File: src/rtl/reg_file_pkg.sv
// Shared constants and types for the architectural register file slice.
// Optional same-cycle commit bypass is enabled by COMMIT_BYPASS_EN.
package reg_file_pkg;

    localparam int XLEN      = 32;
    localparam int REG_IDX_W = 5;
    localparam int ROBWD     = 32;
    localparam int ROBSZ     = 16;

    localparam logic TRUE  = 1'b1;
    localparam logic FALSE = 1'b0;

    typedef logic [REG_IDX_W-1:0] reg_idx_t;

    localparam reg_idx_t X0 = '0;

    // x0 is hardwired: never renamed, written or reported busy.
    function automatic logic is_live(input reg_idx_t r);
        return r != X0;
    endfunction

endpackage

File: src/rtl/reg_file_if.sv
// Decoder/ROB facing bundle of the register file: rename, read,
// commit and flush signals. master = decoder/ROB, slave = reg_file.
interface reg_file_if #(
    parameter int TAGW = 32
);
    import reg_file_pkg::*;

    logic            jump_wrong_flag;
    logic            ID_rename_flag;
    reg_idx_t        ID_rename_rd;
    logic [TAGW-1:0] ID_rename_rob_id;
    reg_idx_t        ID_rs1;
    reg_idx_t        ID_rs2;
    logic            RF_rs1_busy;
    logic [TAGW-1:0] RF_rs1_rob_id;
    logic [XLEN-1:0] RF_rs1_val;
    logic            RF_rs2_busy;
    logic [TAGW-1:0] RF_rs2_rob_id;
    logic [XLEN-1:0] RF_rs2_val;
    logic            cmt_flag;
    reg_idx_t        cmt_rd;
    logic [TAGW-1:0] cmt_rob_id;
    logic [XLEN-1:0] cmt_val;

    modport master (
        output jump_wrong_flag,
        output ID_rename_flag,
        output ID_rename_rd,
        output ID_rename_rob_id,
        output ID_rs1,
        output ID_rs2,
        input  RF_rs1_busy,
        input  RF_rs1_rob_id,
        input  RF_rs1_val,
        input  RF_rs2_busy,
        input  RF_rs2_rob_id,
        input  RF_rs2_val,
        output cmt_flag,
        output cmt_rd,
        output cmt_rob_id,
        output cmt_val
    );

    modport slave (
        input  jump_wrong_flag,
        input  ID_rename_flag,
        input  ID_rename_rd,
        input  ID_rename_rob_id,
        input  ID_rs1,
        input  ID_rs2,
        output RF_rs1_busy,
        output RF_rs1_rob_id,
        output RF_rs1_val,
        output RF_rs2_busy,
        output RF_rs2_rob_id,
        output RF_rs2_val,
        input  cmt_flag,
        input  cmt_rd,
        input  cmt_rob_id,
        input  cmt_val
    );

endinterface

File: src/rtl/reg_file_rf_read_port.sv
// One combinational register-file read port, with optional forwarding
// of a matching same-cycle commit (COMMIT_BYPASS_EN).
module rf_read_port
    import reg_file_pkg::*;
#(
    parameter int TAGW = 32
) (
    input  reg_idx_t        rs,
    input  logic            reg_busy,
    input  logic [TAGW-1:0] reg_tag,
    input  logic [XLEN-1:0] reg_val,
`ifdef COMMIT_BYPASS_EN
    input  logic            cmt_flag,
    input  reg_idx_t        cmt_rd,
    input  logic [TAGW-1:0] cmt_rob_id,
    input  logic [XLEN-1:0] cmt_val,
`endif
    output logic            busy,
    output logic [TAGW-1:0] rob_id,
    output logic [XLEN-1:0] val
);

    logic live;

`ifdef COMMIT_BYPASS_EN
    logic hit;

    // Only the current producer's commit may release the operand.
    assign hit = live && cmt_flag && (cmt_rd == rs)
              && reg_busy && (reg_tag == cmt_rob_id);
`endif

    assign live = is_live(rs);

    always_comb begin
        busy   = live & reg_busy;
        rob_id = busy ? reg_tag : '0;
        val    = live ? reg_val : '0;
`ifdef COMMIT_BYPASS_EN
        if (hit) begin
            busy   = FALSE;
            rob_id = '0;
            val    = cmt_val;
        end
`endif
    end

endmodule

File: src/rtl/reg_file.sv
// Architectural register file plus rename-tag table behind the ROB.
// Build with COMMIT_BYPASS_EN to forward same-cycle commits to reads.
module reg_file
    import reg_file_pkg::*;
#(
    parameter int NREG = 32,
    parameter int TAGW = 32
) (
    input logic         clk,
    input logic         rst,
    input logic         rdy,
    reg_file_if.slave   bus
);

    logic [XLEN-1:0] val_q  [NREG];
    logic [TAGW-1:0] tag_q  [NREG];
    logic            busy_q [NREG];

    logic do_cmt;
    logic do_ren;
    logic cmt_rel;

    assign do_cmt = bus.cmt_flag && is_live(bus.cmt_rd);
    assign do_ren = bus.ID_rename_flag
                 && is_live(bus.ID_rename_rd)
                 && !bus.jump_wrong_flag;

    // Release only if the committing inst is still the latest producer.
    assign cmt_rel = busy_q[bus.cmt_rd]
                  && (tag_q[bus.cmt_rd] == bus.cmt_rob_id);

    always_ff @(posedge clk) begin
        if (rst) begin
            for (int i = 0; i < NREG; i++) begin
                val_q[i]  <= '0;
                tag_q[i]  <= '0;
                busy_q[i] <= FALSE;
            end
        end else if (rdy) begin
            if (do_cmt) begin
                val_q[bus.cmt_rd] <= bus.cmt_val;
                if (cmt_rel)
                    busy_q[bus.cmt_rd] <= FALSE;
            end
            if (do_ren) begin
                busy_q[bus.ID_rename_rd] <= TRUE;
                tag_q[bus.ID_rename_rd]  <= bus.ID_rename_rob_id;
            end
            if (bus.jump_wrong_flag) begin
                for (int i = 0; i < NREG; i++)
                    busy_q[i] <= FALSE;
            end
        end
    end

    rf_read_port #(.TAGW(TAGW)) u_rs1 (
        .rs         (bus.ID_rs1),
        .reg_busy   (busy_q[bus.ID_rs1]),
        .reg_tag    (tag_q[bus.ID_rs1]),
        .reg_val    (val_q[bus.ID_rs1]),
`ifdef COMMIT_BYPASS_EN
        .cmt_flag   (bus.cmt_flag),
        .cmt_rd     (bus.cmt_rd),
        .cmt_rob_id (bus.cmt_rob_id),
        .cmt_val    (bus.cmt_val),
`endif
        .busy       (bus.RF_rs1_busy),
        .rob_id     (bus.RF_rs1_rob_id),
        .val        (bus.RF_rs1_val)
    );

    rf_read_port #(.TAGW(TAGW)) u_rs2 (
        .rs         (bus.ID_rs2),
        .reg_busy   (busy_q[bus.ID_rs2]),
        .reg_tag    (tag_q[bus.ID_rs2]),
        .reg_val    (val_q[bus.ID_rs2]),
`ifdef COMMIT_BYPASS_EN
        .cmt_flag   (bus.cmt_flag),
        .cmt_rd     (bus.cmt_rd),
        .cmt_rob_id (bus.cmt_rob_id),
        .cmt_val    (bus.cmt_val),
`endif
        .busy       (bus.RF_rs2_busy),
        .rob_id     (bus.RF_rs2_rob_id),
        .val        (bus.RF_rs2_val)
    );

endmodule

File: src/flat_wrapper.sv
// flat-port wrapper written by rule: the top's interface ports become plain ports
module reg_file_flat import reg_file_pkg::*;
#(
    parameter int NREG = 32,
    parameter int TAGW = 32
)
  (clk, rst, rdy, bus_jump_wrong_flag, bus_ID_rename_flag, bus_ID_rename_rd, bus_ID_rename_rob_id, bus_ID_rs1, bus_ID_rs2, bus_RF_rs1_busy, bus_RF_rs1_rob_id, bus_RF_rs1_val, bus_RF_rs2_busy, bus_RF_rs2_rob_id, bus_RF_rs2_val, bus_cmt_flag, bus_cmt_rd, bus_cmt_rob_id, bus_cmt_val);
  reg_file_if #(.TAGW(TAGW)) bus_i ();
  input logic clk;
  input logic rst;
  input logic rdy;
  input wire logic [$bits(bus_i.jump_wrong_flag)-1:0] bus_jump_wrong_flag;
  input wire logic [$bits(bus_i.ID_rename_flag)-1:0] bus_ID_rename_flag;
  input wire logic [$bits(bus_i.ID_rename_rd)-1:0] bus_ID_rename_rd;
  input wire logic [$bits(bus_i.ID_rename_rob_id)-1:0] bus_ID_rename_rob_id;
  input wire logic [$bits(bus_i.ID_rs1)-1:0] bus_ID_rs1;
  input wire logic [$bits(bus_i.ID_rs2)-1:0] bus_ID_rs2;
  output wire logic [$bits(bus_i.RF_rs1_busy)-1:0] bus_RF_rs1_busy;
  output wire logic [$bits(bus_i.RF_rs1_rob_id)-1:0] bus_RF_rs1_rob_id;
  output wire logic [$bits(bus_i.RF_rs1_val)-1:0] bus_RF_rs1_val;
  output wire logic [$bits(bus_i.RF_rs2_busy)-1:0] bus_RF_rs2_busy;
  output wire logic [$bits(bus_i.RF_rs2_rob_id)-1:0] bus_RF_rs2_rob_id;
  output wire logic [$bits(bus_i.RF_rs2_val)-1:0] bus_RF_rs2_val;
  input wire logic [$bits(bus_i.cmt_flag)-1:0] bus_cmt_flag;
  input wire logic [$bits(bus_i.cmt_rd)-1:0] bus_cmt_rd;
  input wire logic [$bits(bus_i.cmt_rob_id)-1:0] bus_cmt_rob_id;
  input wire logic [$bits(bus_i.cmt_val)-1:0] bus_cmt_val;
  assign bus_i.jump_wrong_flag = bus_jump_wrong_flag;
  assign bus_i.ID_rename_flag = bus_ID_rename_flag;
  assign bus_i.ID_rename_rd = bus_ID_rename_rd;
  assign bus_i.ID_rename_rob_id = bus_ID_rename_rob_id;
  assign bus_i.ID_rs1 = bus_ID_rs1;
  assign bus_i.ID_rs2 = bus_ID_rs2;
  assign bus_RF_rs1_busy = bus_i.RF_rs1_busy;
  assign bus_RF_rs1_rob_id = bus_i.RF_rs1_rob_id;
  assign bus_RF_rs1_val = bus_i.RF_rs1_val;
  assign bus_RF_rs2_busy = bus_i.RF_rs2_busy;
  assign bus_RF_rs2_rob_id = bus_i.RF_rs2_rob_id;
  assign bus_RF_rs2_val = bus_i.RF_rs2_val;
  assign bus_i.cmt_flag = bus_cmt_flag;
  assign bus_i.cmt_rd = bus_cmt_rd;
  assign bus_i.cmt_rob_id = bus_cmt_rob_id;
  assign bus_i.cmt_val = bus_cmt_val;
  reg_file #(.NREG(NREG), .TAGW(TAGW)) u_core (.clk(clk), .rst(rst), .rdy(rdy), .bus(bus_i));
endmodule
File: config.mk
export PLATFORM = sky130hd
export DESIGN_NAME = reg_file_flat
export DESIGN_NICKNAME = d
export VERILOG_FILES = /design/src/rtl/reg_file_pkg.sv /design/src/rtl/reg_file_if.sv /design/src/rtl/reg_file_rf_read_port.sv /design/src/rtl/reg_file.sv /design/src/flat_wrapper.sv
export SDC_FILE = /design/constraint.sdc
export NUM_CORES = 2
export LEC_CHECK = 0
export CORE_AREA = 10 10 628 569
export DETAILED_ROUTE_END_ITERATION = 6
export DIE_AREA = 0 0 638 579
export PLACE_DENSITY = 0.53
export SLEW_MARGIN = 15
export SYNTH_ARGS = -nofsm -noshare
export SYNTH_HDL_FRONTEND = slang
export SYNTH_HIERARCHICAL = 1
export SYNTH_SLANG_ARGS = --single-unit
File: constraint.sdc
create_clock -name clk -period 7.3 [get_ports clk]
set_input_delay 1.825 -clock clk [delete_from_list [all_inputs] [get_ports clk]]
set_output_delay 1.825 -clock clk [all_outputs]
set_load 0.03 [all_outputs]
Word-level counts from Yosys, hierarchy flattened --
Memory sizes are Yosys's and may differ from the RTL's. Cells that the tools add are included.
Word-level totals: register bits after elaboration 0, bits in latches 0, memory bits (writable) 2080, memory bits (read-only) 0, input port bits 122, output and inout port bits 130, logic and storage cells 242, memories kept 3
Cells by class: $add $sub $neg 0, multiply operators 0, div/mod/pow operators 0, magnitude comparators 0, eq/ne operators 32, shifts and indexed selects 0, mux-type cells 67, bitwise operators 127, reductions and logical operators 13
Memory list:
- u_core.tag_q | depth 32, bits a word 32, rd ports 3, clocked after memory_dff 0, wr ports 32, RTL line reg_file.sv:16 | logic [TAGW-1:0] tag_q [NREG];
- u_core.val_q | depth 32, bits a word 32, rd ports 2, clocked after memory_dff 0, wr ports 32, RTL line reg_file.sv:15 | logic [XLEN-1:0] val_q [NREG];
- u_core.busy_q | depth 32, bits a word 1, rd ports 3, clocked after memory_dff 0, wr ports 32, RTL line reg_file.sv:17 | logic busy_q [NREG];
Operators with widths (count):
- $mux W32 | 6
- $eq A5 B5 Y1 const B | 31
- $and A1 B1 Y1 | 64
- $reduce_or A32 Y1 | 2
- $mux W1 | 57
- $eq A32 B32 Y1 | 1
- $or A1 B1 Y1 | 32
- $not A1 Y1 | 31
- $mux W5 | 4
- $reduce_bool A5 Y1 | 4
- $logic_and A1 B1 Y1 | 4
- $reduce_or A1 Y1 | 2
- $logic_not A1 Y1 | 1

Depth between registers and ports, before layout --
An unclocked memory read counts as a cell.
depth in word-level cells 41, mapped depth 16, depth with buffers taken out 9

Cells and area by module --
The synthesis kept the hierarchy.
Modules (own cells, without submodules):
- reg_file | times used 1, cells an instance 7294, area an instance 118492.4 µm²
- rf_read_port | times used 2, cells an instance 117, area an instance 701.9 µm²

Worst setup path after synthesis --
Ideal clock, no wire load.
path kind input port to output port, start in bus_ID_rs2[0], end out bus_RF_rs2_rob_id[11], data arrival time 4.579 ns, required time 5.475 ns, path slack 0.896 ns, stages on the path 10, cell sequence clkbuf_1 clkbuf_1 buf_1 mux4_2 mux4_2 mux2_2 clkbuf_1 buf_2 nand2_1 a21oi_1
On the way: word-level cells in the longest chain between the ends 3
RTL lines:
- from (decl) | RTL line flat_wrapper.sv:17 | input wire logic [$bits(bus_i.ID_rs2)-1:0] bus_ID_rs2;
- $mem_v2 Z32 W1 or $reduce_bool A5 Y1 (tied branches)
- $and A1 B1 Y1 | RTL line reg_file_rf_read_port.sv:36 | busy = live & reg_busy;
- $mux W32 * | RTL line reg_file_rf_read_port.sv:37 | rob_id = busy ? reg_tag : '0;
- to (decl) | RTL line flat_wrapper.sv:22 | output wire logic [$bits(bus_i.RF_rs2_rob_id)-1:0] bus_RF_rs2_rob_id;
Mark *: on every way between the ends. The rest lies on a longest branch, timed or not.

Worst setup path after layout --
start in bus_ID_rs1[0], end out bus_RF_rs1_rob_id[0]
On the way: word-level cells in the longest chain between the ends 3
RTL lines:
- from (decl) | RTL line flat_wrapper.sv:16 | input wire logic [$bits(bus_i.ID_rs1)-1:0] bus_ID_rs1;
- $mem_v2 Z32 W1 or $reduce_bool A5 Y1 (tied branches)
- $and A1 B1 Y1 | RTL line reg_file_rf_read_port.sv:36
- $mux W32 * | RTL line reg_file_rf_read_port.sv:37
- to (decl) | RTL line flat_wrapper.sv:19 | output wire logic [$bits(bus_i.RF_rs1_rob_id)-1:0] bus_RF_rs1_rob_id;
Marked as above.

==> run summary <==
With fillers left out, the area of the finished cells amounts to 137000 um2. In this run the mean area of a mapped cell was 15.9 um2. For this run the aggregate overflow at the end of global routing stands at 0. STA puts the critical path data arrival time at 4960 ps. Entering global routing, the biggest net connects 102 pins. In this run the power spent charging and discharging nets is 8260 uW.

The library cell used as clock root buffer is sky130_fd_sc_hd__clkbuf_16. Worst setup skew after layout: 91.5 ps. The flow ran to the end, but the final reports show violations. The first TritonRoute pass finished after 6 iterations.

The share of total power dissipated in the clock network is 39.6%. Setup repair after global routing left no endpoint under its margin. The final reports fail on antenna rules.

The startpoint identified for the worst hold timing path is u_core/busy_q[0]. Biggest fanout along the worst timing path: 48. The run gives 344000 um2 as the core region area. For hold timing, the worst endpoint is u_core/busy_q[0]. Top achievable clock speed: 147 MHz. Subtracting the final worst setup slack from the clock period gives 6780 ps. The worst setup path is launched from a primary input. For the residual DRC count, the log shows 0. Buffers inserted to repair hold after CTS numbered 0. In this run the top signal layer used is met5.

In this run, synthesis inferred 2048 flip-flops with an integrated enable. The post-synthesis to final-layout area growth was 14.5%. For this design the top-level I/O count stands at 252. TritonCTS built the clock tree. For the wire length of the first global-routing pass, the log shows 694000 um.

The proportion of synthesized flip-flops having asynchronous set or reset was 0%; the post-detailed-placement half-perimeter wirelength was 293000 um. The setup fix buffers added after clock tree synthesis was 0. Setup violations remaining at the end of the flow were counted as 0.

Measured along the x axis, the die boundary spans 638 um. Clock latency on the worst-skew pair, taken at its later pin, is 960 ps. For the pin with the worst max-slew slack, the measured transition is 1310 ps. The logs give 0 ps for the sum of negative setup slack and 78737 for the via count of the first global-routing pass.

The tools report the reported leakage power as 0.0460 uW. Net switching is 26.6% of the power. The peak ir drop on the vdd network is 0.000195 V, and the worst-case reg-to-reg path depth is 9.

The final hold violation count is 0, and the detailed-routed wire length on met3 is 62900 um. After the first detailed-routing iteration, the DRC count stood at 13613. Data on the critical path is required at its endpoint by 5480 ps. Dividing total power by cell area gives a power density of 227 nW/um2. The tools report the origin of the critical flop-to-flop path as u_core/tag_q[7][4]. Counting flops and latches in the post-synthesis netlist gives 2080. The number of buffers added by the clock tree synthesis step came out at 241. Dominant synthesized flop cell: sky130_fd_sc_hd__edfxtp_1.

The destination of the worst register-to-register timing path was u_core/busy_q[6]. The number of gates resized after CTS was 0. From bottom edge to top edge, the die measures 579 um. Total power for the finished layout comes to 31100 uW. The floorplan step defined a die boundary enclosing 369000 um2.

The fraction of power consumed by sequential logic was 45.4%; the maximum level of the CTS H-tree was 4. In the finished design, the share of the clock period the worst path needs comes to 92.9%. The routed wire length is 516000 um.

The layout cell share with drive strength beyond 1 was 33.8%. The initial utilization of the core area, before any placement, comes to 34.8%. Of the total power, combinational logic draws 15.0%.

The floorplan has 205 rows. The logs give 129000 um2 for the cell area after placement and 2 for the remaining number of nets flagged by the antenna check after routing. In this run the tightest slew margin relative to its limit is 12.7%.

Tracing the worst setup path back leads to its startpoint at bus_ID_rs1[0]. In the final routing, the length of wire on met1 measures 191000 um. Routability-driven placement finished with a final weighted congestion of 0.849. The worst setup path is captured at an output port. The critical setup path kind is in -> out. The worst hold path stage count was 1; the total routing resource utilization after global routing was 27.2%.

The routed design uses 232000 um of met2 wire. The final layout contains 7735 nets. For this run, the number of Yosys warnings is 6. Clock tree synthesis found a total of 2080 sinks.

For this run, the register share of the synthesized area comes to 51.8%. The total internal power was 22900 uW; the count of final max-slew check failures was 0. The tools report the worst-case register-to-register setup slack as 2640 ps. Class of the most critical hold timing path: reg -> reg. Initial antenna violation count: 79.

The number of unique standard cell types used by synthesis was 72; the number of maximum-capacitance constraint violations was 0. The post-synthesis instance total was 7528; the number of buffer cells added on primary ports was 251. The clock passes through at most 4 buffers. Cell area after technology mapping: 120000 um2. The routed wirelength normalized by instance count is 41.5 um, and the clock-pin slew reported for the worst setup and hold paths after clock tree synthesis is 50 ps. Dividing the detail-routed via count by the number of cells gives 6.39.

The detailed router placed 79508 vias in this run.
-- power by group through the flow --
stage               clock, uW  combinational (uW)  sequential, uW
finish                  12300                4670           14100
global route            12900                4760           14200
detailed placement          0                4610           14400
global placement            0                4600           14300
CTS                     12500                4620           14100
floorplan                   0                2760           14200
-- worst max-delay path by stage --
stage | end | slack [ps] | depth (start not counted)
2_1_floorplan | bus_RF_rs2_rob_id[11] | 900 | 10
3_3_place_gp | u_core/busy_q[26] | 530 | 10
3_5_place_dp | u_core/busy_q[26] | 480 | 10
4_1_cts | bus_RF_rs1_rob_id[0] | 550 | 8
5_1_grt | bus_RF_rs1_rob_id[29] | 420 | 8
6_report | bus_RF_rs1_rob_id[0] | 520 | 8
-- per-layer routing --
metal  vias up  global-route usage [%]
li1      29978                       -
met1     42204                    35.8
met2      6101                    41.7
met3      1209                    6.98
met4        16                    14.0
met5         -                       0
-- flip-flops by register name, indices dropped and copies added (netlist names) --
| name | flops |
|---|---|
| u_core/tag_q | 1024 |
| u_core/val_q | 1024 |
| u_core/busy_q | 32 |
-- Yosys cell counts, drive strengths merged (33+ instances only) --
master / instances / area share [%]
or4: 33 / 0.21
nor2: 76 / 0.24
mux2i: 219 / 1.8
buf: 211 / 0.98
edfxtp: 2048 / 51
a21oi: 97 / 0.47
mux4: 1466 / 28
a21boi: 66 / 0.41
and2: 1994 / 10
nand2: 108 / 0.34
mux2: 142 / 1.3
or2: 63 / 0.33
a22oi: 73 / 0.46
clkbuf: 635 / 2.0
-- stage by stage --
stage	worst slack, ps	hold slack, ps	util, %	instances
after floorplan	896	461	-	7591
after global placement	526	500	37.5	11924
after detailed placement	482	496	37.5	11924
after CTS	545	505	39.8	12367
after global routing	421	515	39.8	12382
final	515	511	39.9	12442
-- area by class of cell --
cell class | count | area, um2
Inverter | 6 | 27.5
Fill cell | 31025 | 207000
Multi-Input combinational cell | 4659 | 55000
Clock buffer | 295 | 6350
Tap cell | 4554 | 5700
Sequential cell | 2080 | 62100
Clock inverter | 148 | 1440
Antenna cell | 75 | 188
Timing Repair Buffer | 625 | 6450
-- layout by cell type (no fill, tap or decap), types with 63 or more instances in the layout --
| master | synthesis | layout |
|---|---|---|
| sky130_fd_sc_hd__nand2_1 | 108 | 108 |
| sky130_fd_sc_hd__clkdlybuf4s50_1 | 0 | 114 |
| sky130_fd_sc_hd__mux2_2 | 142 | 141 |
| sky130_fd_sc_hd__buf_12 | 4 | 111 |
| sky130_fd_sc_hd__clkbuf_16 | 0 | 245 |
| sky130_fd_sc_hd__mux2i_1 | 219 | 219 |
| sky130_fd_sc_hd__buf_4 | 14 | 385 |
| sky130_fd_sc_hd__mux4_2 | 1466 | 1466 |
| sky130_fd_sc_hd__a21oi_1 | 77 | 76 |
| sky130_fd_sc_hd__diode_2 | 0 | 75 |
| sky130_fd_sc_hd__edfxtp_1 | 2048 | 2048 |
| sky130_fd_sc_hd__and2_1 | 1994 | 1993 |
| sky130_fd_sc_hd__a22oi_1 | 73 | 73 |
| sky130_fd_sc_hd__nor2_4 | 0 | 63 |
| sky130_fd_sc_hd__conb_1 | 1 | 64 |
-- logic make-up after synthesis --
logic type | count (synthesis) | share of synthesized area (%)
AO/OA/AOI/OAI | 374 | 2.26
flip-flops | 2080 | 51.8
AND/OR/NAND/NOR | 2370 | 12.0
multiplexers | 1827 | 30.7
buffers and inverters | 852 | 2.99
other | 1 | 0.00313
XOR/XNOR | 24 | 0.175
-- worst max-delay path, stage by stage --
cell and delay, ps:
sky130_fd_sc_hd__buf_8 580, sky130_fd_sc_hd__buf_4 410, sky130_fd_sc_hd__mux4_2 540, sky130_fd_sc_hd__mux4_2 520, sky130_fd_sc_hd__mux2_2 290, sky130_fd_sc_hd__nand2_1 350
sky130_fd_sc_hd__a21oi_1 140, sky130_fd_sc_hd__buf_12 190
Power figures use the tool's default switching activity.
